===== src/rtl/noise_scale_offset.sv =====
// noise_scale_offset
//
// Three-stage, multi-channel fixed-point scale-and-offset stage. Each sample
// is multiplied by its channel's signed scale (FRAC_W fractional bits). The
// product is re-aligned to DATA_W bits and summed with the channel's signed
// offset.
//
// Optional feature macro: NOISE_SCALE_SAT_EN
//   defined   -> the slice step and the add step clamp to the signed DATA_W
//                range, and out_sat flags any clamped result
//   undefined -> both steps wrap, and out_sat is tied to 0
//
// Ports
//   CLK, RST        single rising-edge clock, synchronous active-high reset
//   cfg_we/sel/ch/data  coefficient write (sel 0 = scale, 1 = offset);
//                   writes to channels >= NUM_CH are dropped
//   in_valid/in_ready/in_data/in_ch      sample input stream
//   out_valid/out_ready/out_data/out_ch  result output stream
//   out_sat         result was clamped (saturation build only)
//
// Handshake: a beat transfers on a rising edge where valid && ready are both
// high. The producer holds valid and payload until that edge. The whole
// pipeline advances on en = out_ready || !out_valid, and in_ready = en.
// While en is low every stage holds, so the output payload stays stable.

module noise_scale_offset #(
    parameter int DATA_W  = 32,
    parameter int SCALE_W = 32,
    parameter int FRAC_W  = 24,
    parameter int NUM_CH  = 4,
    parameter int CH_W    = (NUM_CH > 1) ? $clog2(NUM_CH) : 1,
    parameter int CFG_W   = (DATA_W > SCALE_W) ? DATA_W : SCALE_W
) (
    input  logic              CLK,
    input  logic              RST,
    input  logic              cfg_we,
    input  logic              cfg_sel,
    input  logic [CH_W-1:0]   cfg_ch,
    input  logic [CFG_W-1:0]  cfg_data,
    input  logic              in_valid,
    output logic              in_ready,
    input  logic [DATA_W-1:0] in_data,
    input  logic [CH_W-1:0]   in_ch,
    output logic              out_valid,
    input  logic              out_ready,
    output logic [DATA_W-1:0] out_data,
    output logic [CH_W-1:0]   out_ch,
    output logic              out_sat
);

    localparam int PW       = DATA_W + SCALE_W;
    localparam int SLICE_LO = FRAC_W;
    localparam int SLICE_HI = FRAC_W + DATA_W - 1;

    localparam logic [SCALE_W-1:0] SCALE_ONE  = SCALE_W'(1) << FRAC_W;
    localparam logic [CH_W:0]      NUM_CH_EXT = (CH_W + 1)'(NUM_CH);

    // ------------------------------------------------------------------
    // Global enable
    // ------------------------------------------------------------------
    logic en;

    assign en       = out_ready || !out_valid;
    assign in_ready = en;

    // ------------------------------------------------------------------
    // Per-channel coefficient registers
    // ------------------------------------------------------------------
    logic [SCALE_W-1:0] scale_q  [NUM_CH];
    logic [DATA_W-1:0]  offset_q [NUM_CH];
    logic               cfg_in_range;
    logic               rd_in_range;
    logic [CH_W-1:0]    rd_ch;

    assign cfg_in_range = ({1'b0, cfg_ch} < NUM_CH_EXT);
    assign rd_in_range  = ({1'b0, in_ch} < NUM_CH_EXT);
    // Samples tagged with a channel that does not exist borrow channel 0.
    assign rd_ch        = rd_in_range ? in_ch : '0;

    always_ff @(posedge CLK) begin
        if (RST) begin
            for (int i = 0; i < NUM_CH; i++) begin
                scale_q[i]  <= SCALE_ONE;
                offset_q[i] <= '0;
            end
        end else if (cfg_we && cfg_in_range) begin
            if (cfg_sel) begin
                offset_q[cfg_ch] <= cfg_data[DATA_W-1:0];
            end else begin
                scale_q[cfg_ch] <= cfg_data[SCALE_W-1:0];
            end
        end
    end

    // ------------------------------------------------------------------
    // S1: register sample and fetch its coefficients. The coefficient
    // arrays update on the same edge, so a write that coincides with an
    // accepted sample is not seen by that sample.
    // ------------------------------------------------------------------
    logic               s1_valid;
    logic [DATA_W-1:0]  s1_data;
    logic [CH_W-1:0]    s1_ch;
    logic [SCALE_W-1:0] s1_scale;
    logic [DATA_W-1:0]  s1_offset;

    always_ff @(posedge CLK) begin
        if (RST) begin
            s1_valid  <= 1'b0;
            s1_data   <= '0;
            s1_ch     <= '0;
            s1_scale  <= '0;
            s1_offset <= '0;
        end else if (en) begin
            s1_valid  <= in_valid;
            s1_data   <= in_data;
            s1_ch     <= in_ch;
            s1_scale  <= scale_q[rd_ch];
            s1_offset <= offset_q[rd_ch];
        end
    end

    // ------------------------------------------------------------------
    // S2: full-width signed product. Both operands are sign-extended to
    // PW bits, so the low PW bits of the unsigned product are the exact
    // signed product.
    // ------------------------------------------------------------------
    logic [PW-1:0]     data_ext;
    logic [PW-1:0]     scale_ext;
    logic [PW-1:0]     prod_c;
    logic              s2_valid;
    logic [PW-1:0]     s2_prod;
    logic [CH_W-1:0]   s2_ch;
    logic [DATA_W-1:0] s2_offset;

    assign data_ext  = {{SCALE_W{s1_data[DATA_W-1]}}, s1_data};
    assign scale_ext = {{DATA_W{s1_scale[SCALE_W-1]}}, s1_scale};
    assign prod_c    = data_ext * scale_ext;

    always_ff @(posedge CLK) begin
        if (RST) begin
            s2_valid  <= 1'b0;
            s2_prod   <= '0;
            s2_ch     <= '0;
            s2_offset <= '0;
        end else if (en) begin
            s2_valid  <= s1_valid;
            s2_prod   <= prod_c;
            s2_ch     <= s1_ch;
            s2_offset <= s1_offset;
        end
    end

    // ------------------------------------------------------------------
    // S3: slice, add offset, register outputs
    // ------------------------------------------------------------------
    logic [DATA_W-1:0] slice;
    logic [DATA_W-1:0] res;
    logic              res_sat;

    assign slice = s2_prod[SLICE_HI:SLICE_LO];

`ifdef NOISE_SCALE_SAT_EN
    localparam logic [DATA_W-1:0] MAX_V = {1'b0, {(DATA_W-1){1'b1}}};
    localparam logic [DATA_W-1:0] MIN_V = {1'b1, {(DATA_W-1){1'b0}}};

    logic [PW-1-SLICE_HI:0] upper;
    logic                   slice_ovf;
    logic [DATA_W-1:0]      slice_c;
    logic [DATA_W:0]        sum_ext;
    logic                   sum_ovf;
    logic                   unused_bits;

    // The slice is representable only when every bit above it, including
    // its own sign bit, carries the same value.
    assign upper     = s2_prod[PW-1:SLICE_HI];
    assign slice_ovf = !((&upper) || (~|upper));
    assign slice_c   = slice_ovf ? (s2_prod[PW-1] ? MIN_V : MAX_V) : slice;

    // One guard bit: overflow shows up as the two top bits disagreeing,
    // and the guard bit then holds the true sign.
    assign sum_ext   = {slice_c[DATA_W-1], slice_c} + {s2_offset[DATA_W-1], s2_offset};
    assign sum_ovf   = sum_ext[DATA_W] ^ sum_ext[DATA_W-1];

    assign res       = sum_ovf ? (sum_ext[DATA_W] ? MIN_V : MAX_V) : sum_ext[DATA_W-1:0];
    assign res_sat   = slice_ovf || sum_ovf;

    assign unused_bits = ^s2_prod[SLICE_LO-1:0];
`else
    logic unused_bits;

    assign res         = slice + s2_offset;
    assign res_sat     = 1'b0;
    assign unused_bits = ^{s2_prod[SLICE_LO-1:0], s2_prod[PW-1:SLICE_HI+1], res_sat};
`endif

    always_ff @(posedge CLK) begin
        if (RST) begin
            out_valid <= 1'b0;
            out_data  <= '0;
            out_ch    <= '0;
        end else if (en) begin
            out_valid <= s2_valid;
            out_data  <= res;
            out_ch    <= s2_ch;
        end
    end

`ifdef NOISE_SCALE_SAT_EN
    always_ff @(posedge CLK) begin
        if (RST) begin
            out_sat <= 1'b0;
        end else if (en) begin
            out_sat <= res_sat;
        end
    end
`else
    assign out_sat = 1'b0;
`endif

endmodule


===== config.mk =====
export PLATFORM = sky130hd
export DESIGN_NAME = noise_scale_offset
export DESIGN_NICKNAME = d
export VERILOG_FILES = /design/src/rtl/noise_scale_offset.sv
export SDC_FILE = /design/constraint.sdc
export NUM_CORES = 2
export LEC_CHECK = 0
export CELL_PAD_IN_SITES_DETAIL_PLACEMENT = 0
export CELL_PAD_IN_SITES_GLOBAL_PLACEMENT = 1
export CORE_UTILIZATION = 56
export DETAILED_ROUTE_END_ITERATION = 7
export HOLD_SLACK_MARGIN = 0.12
export PLACE_DENSITY = 0.86
export SLEW_MARGIN = 20
export SYNTH_ARGS = -nofsm -noshare
export SYNTH_HDL_FRONTEND = slang
export SYNTH_SLANG_ARGS = --single-unit

===== constraint.sdc =====
create_clock -name CLK -period 17.6 [get_ports CLK]
set_input_delay 1.76 -clock CLK [delete_from_list [all_inputs] [get_ports CLK]]
set_output_delay 1.76 -clock CLK [all_outputs]
set_load 0.02 [all_outputs]

==> out/qor.txt <==
most frequent cells in the layout = fa_1 (983), nand2_1 (920), inv_1 (904), and2_1 (704), edfxtp_1 (256)
global-route wire length before repair = 218,000 um
clk_lat worst skew = 0.66 ns
most numerous cell on the critical path = fa_1
Synth area leader = fa_1
Post-CTS Setup Inserts = 0
Post-synth EDFFs = 256
FMAX = 114 MHz
Final period util = 50.0%
worst reg-to-reg path cell count = 28
dominant synthesized flop cell = edfxtp_1
Post-Route Setup TNS = 0 ns
CP startpoint = s1_scale[8]
instance count of the mapped netlist = 5,166
vias = 35,310
CP Launch Type = register
most common cell after layout, fill and taps aside = fa_1
buffers plus inverters on the worst setup path = 8
Post-synth ARST share = 0%
Slew Viols, Final = 0
num rows = 111
CTS Sinks = 457
DIE WIDTH = 306 um
initial core utilization = 56.4%
grt total ovfl = 0
Max H-tree Level = 2
Slowest-stage cell, CP = dfxtp_1
hold_buf cts = 0
Crit path depth = 28
dpl ws = 8.97 ns
Residual DRC = 0
dominant cells by area after synthesis = fa_1 (38%), edfxtp_1 (15%), and2_1 (8.5%)
CORE AREA = 91,500 um^2
peak supply drop = 0.261 mV
Worst Tran Pin Value = 1.03 ns
initial antenna violation count = 3
flops & latches, synth = 457
Tmin final = 8.81 ns
DR iter-0 viols = 2,779
clk_skew = 0.0241 ns
r2r startpoint = s1_scale[8]
routed length per instance = 21.4 um
first-pass detailed-route iteration total = 5
setup ws final = 8.79 ns
CTS Root Cell = clkbuf_16
CP required = 18.14 ns
RSZ-0062 raised after global routing = no
Total Routing Usage GR = 30.6%
crit path capture = s2_prod[53]
final setup fails = 0
non-filler instance count after layout = 6,336
Die Area = 93,500 um^2
HPWL after DPL = 96,700 um
CTS tree = yes
WHS = 0.443 ns
max-cap violations = 0
delay-heaviest family, CP = adder cells
Post-CTS Resized = 0
max_slew headroom = 31.5%
R2R setup slack = 8.79 ns
Critical Setup Path Class = reg -> reg
post-synth net total = 6,425
number of vias per cell = 5.57
proportion of layout cells with a drive suffix above 1 = 5.09%
Reg clk slew, reported paths = 0.07 ns
Hold Vio Cnt, Final = 0
number of port buffers = 109
Total Power = 8.57 mW
Worst R2R End = s2_prod[53]
Crit. End Element = register
RePlAce Congestion = 0.906
Final #Nets = 6,371
Avg Inst Size Synth = 10.0 um^2
vias in the first global route = 38,042
post-route ant nets = 0
Synth top area share = 38.1%
synth warn = 0
number of placed instances, taps included = 6,247
largest net degree at the start of global routing = 157
synthesized cell area = 51,700 um^2
I/O pins = 111
Critical Path AT = 9.35 ns
Longest Clk Path Bufs = 3
area delta synth->final = 7.46%
Hold Path Class = reg -> reg
Seq/Total Area, Yosys = 22.7%
number of inserted diodes = 0
total routed wirelength = 135,000 um
CTS Buf Count = 49
Max Fanout on Critical Path = 20
die height = 306 um
library cells used by synthesis = 69
status = complete, no violations
Leakage = 24.9 nW
slowest cell delay on critical path = 0.89 ns
pwr dens = 154 nW/um^2
[worst register-to-register path, delay by kind of cell (launching register included)]
family	cells	cell delay (ns)
adders and majority gates	9	4.21
AOI/OAI and AO/OA	9	2.59
DFF	1	0.89
buffers and inverters	8	0.74
and+or+nand+nor	2	0.26
[flip-flops by register name, summed over array words and instances (netlist names)]
register and cells:
out_ch 2, s1_offset 32, out_valid 1, offset_q 128, s2_offset 32, s1_valid 1, out_data 32, s1_ch 2
s1_data 32, s1_scale 32, scale_q 128, s2_prod 32, s2_ch 2, s2_valid 1
[worst min-delay path by stage]
| stage | start | end | slack, ns | cells after the start |
|---|---|---|---|---|
| after floorplan | s2_prod[30] | s2_prod[30] | 0.43 | 2 |
| after global placement | s1_scale[13] | s1_scale[13] | 0.44 | 2 |
| after detailed placement | s1_scale[5] | s1_scale[5] | 0.45 | 2 |
| after CTS | s1_offset[27] | s2_offset[27] | 0.45 | 2 |
| after global routing | out_data[16] | out_data[16] | 0.47 | 2 |
| final | s1_offset[27] | s2_offset[27] | 0.44 | 2 |
[cells in the mapped netlist, drive strengths merged (3+ instances only)]
library cell	instances
o21a	9
or3	3
clkbuf	285
or2	9
nand3	15
and3	6
edfxtp	256
xor2	27
a31oi	7
a2111oi	5
a21o	29
dfxtp	201
inv	905
mux4	64
o21bai	9
ha	202
o21ai	51
buf	10
and2	704
nand2b	20
a31o	4
a21boi	3
a211o	3
o31ai	10
fa	983
a21oi	229
xnor2	53
nand2	920
o211ai	7
nor2	43
nor2b	24
a211oi	7
nor3	20
nand4	10
[where the power goes]
part	total, mW	switching [mW]	internal, mW
sequential	1.37	0.0956	1.27
clock	1.10	0.466	0.637
combinational	6.09	3.61	2.49
total	8.57	4.17	4.40
[metal layers]
| metal | wire, um | global-route usage [%] | vias up | part of all wire [%] |
|---|---|---|---|---|
| met5 | 0 | 0 | - | 0 |
| met4 | 4480 | 9.48 | 0 | 3.3 |
| met3 | 10800 | 5.48 | 235 | 8.0 |
| met2 | 64200 | 49.5 | 1315 | 47 |
| met1 | 55800 | 42.1 | 18255 | 41 |
| li1 | - | - | 15505 | - |
[kinds of logic after synthesis]
| kind of cell | Yosys count | synth area share (%) |
|---|---|---|
| AND/OR/NAND/NOR | 1783 | 16.9 |
| buffers and inverters | 1200 | 8.73 |
| adder cells (fa/ha/maj) | 1185 | 43.0 |
| flip-flops | 457 | 22.7 |
| AO/OA/AOI/OAI | 395 | 4.56 |
| XOR/XNOR | 80 | 1.36 |
| multiplexers | 65 | 2.81 |
| other | 1 | 0.00726 |
[layout make-up]
cell class,count,area (um^2)
repair buffers,190,1710
inverters,905,3400
clock inverters,23,374
fillers,7617,36000
flip-flops and latches,457,11700
multi-input cells,3509,35500
clock buffers,66,1320
well taps,1186,1480
[per-stage QoR]
stage / area (um^2) / utilization, %
floorplan: 51700 / -
detailed placement: 53800 / 58.8
global placement: 53800 / 58.8
finish: 55500 / 60.7
CTS: 55500 / 60.7
global route: 55500 / 60.7
(Power assumes the default switching activity.)
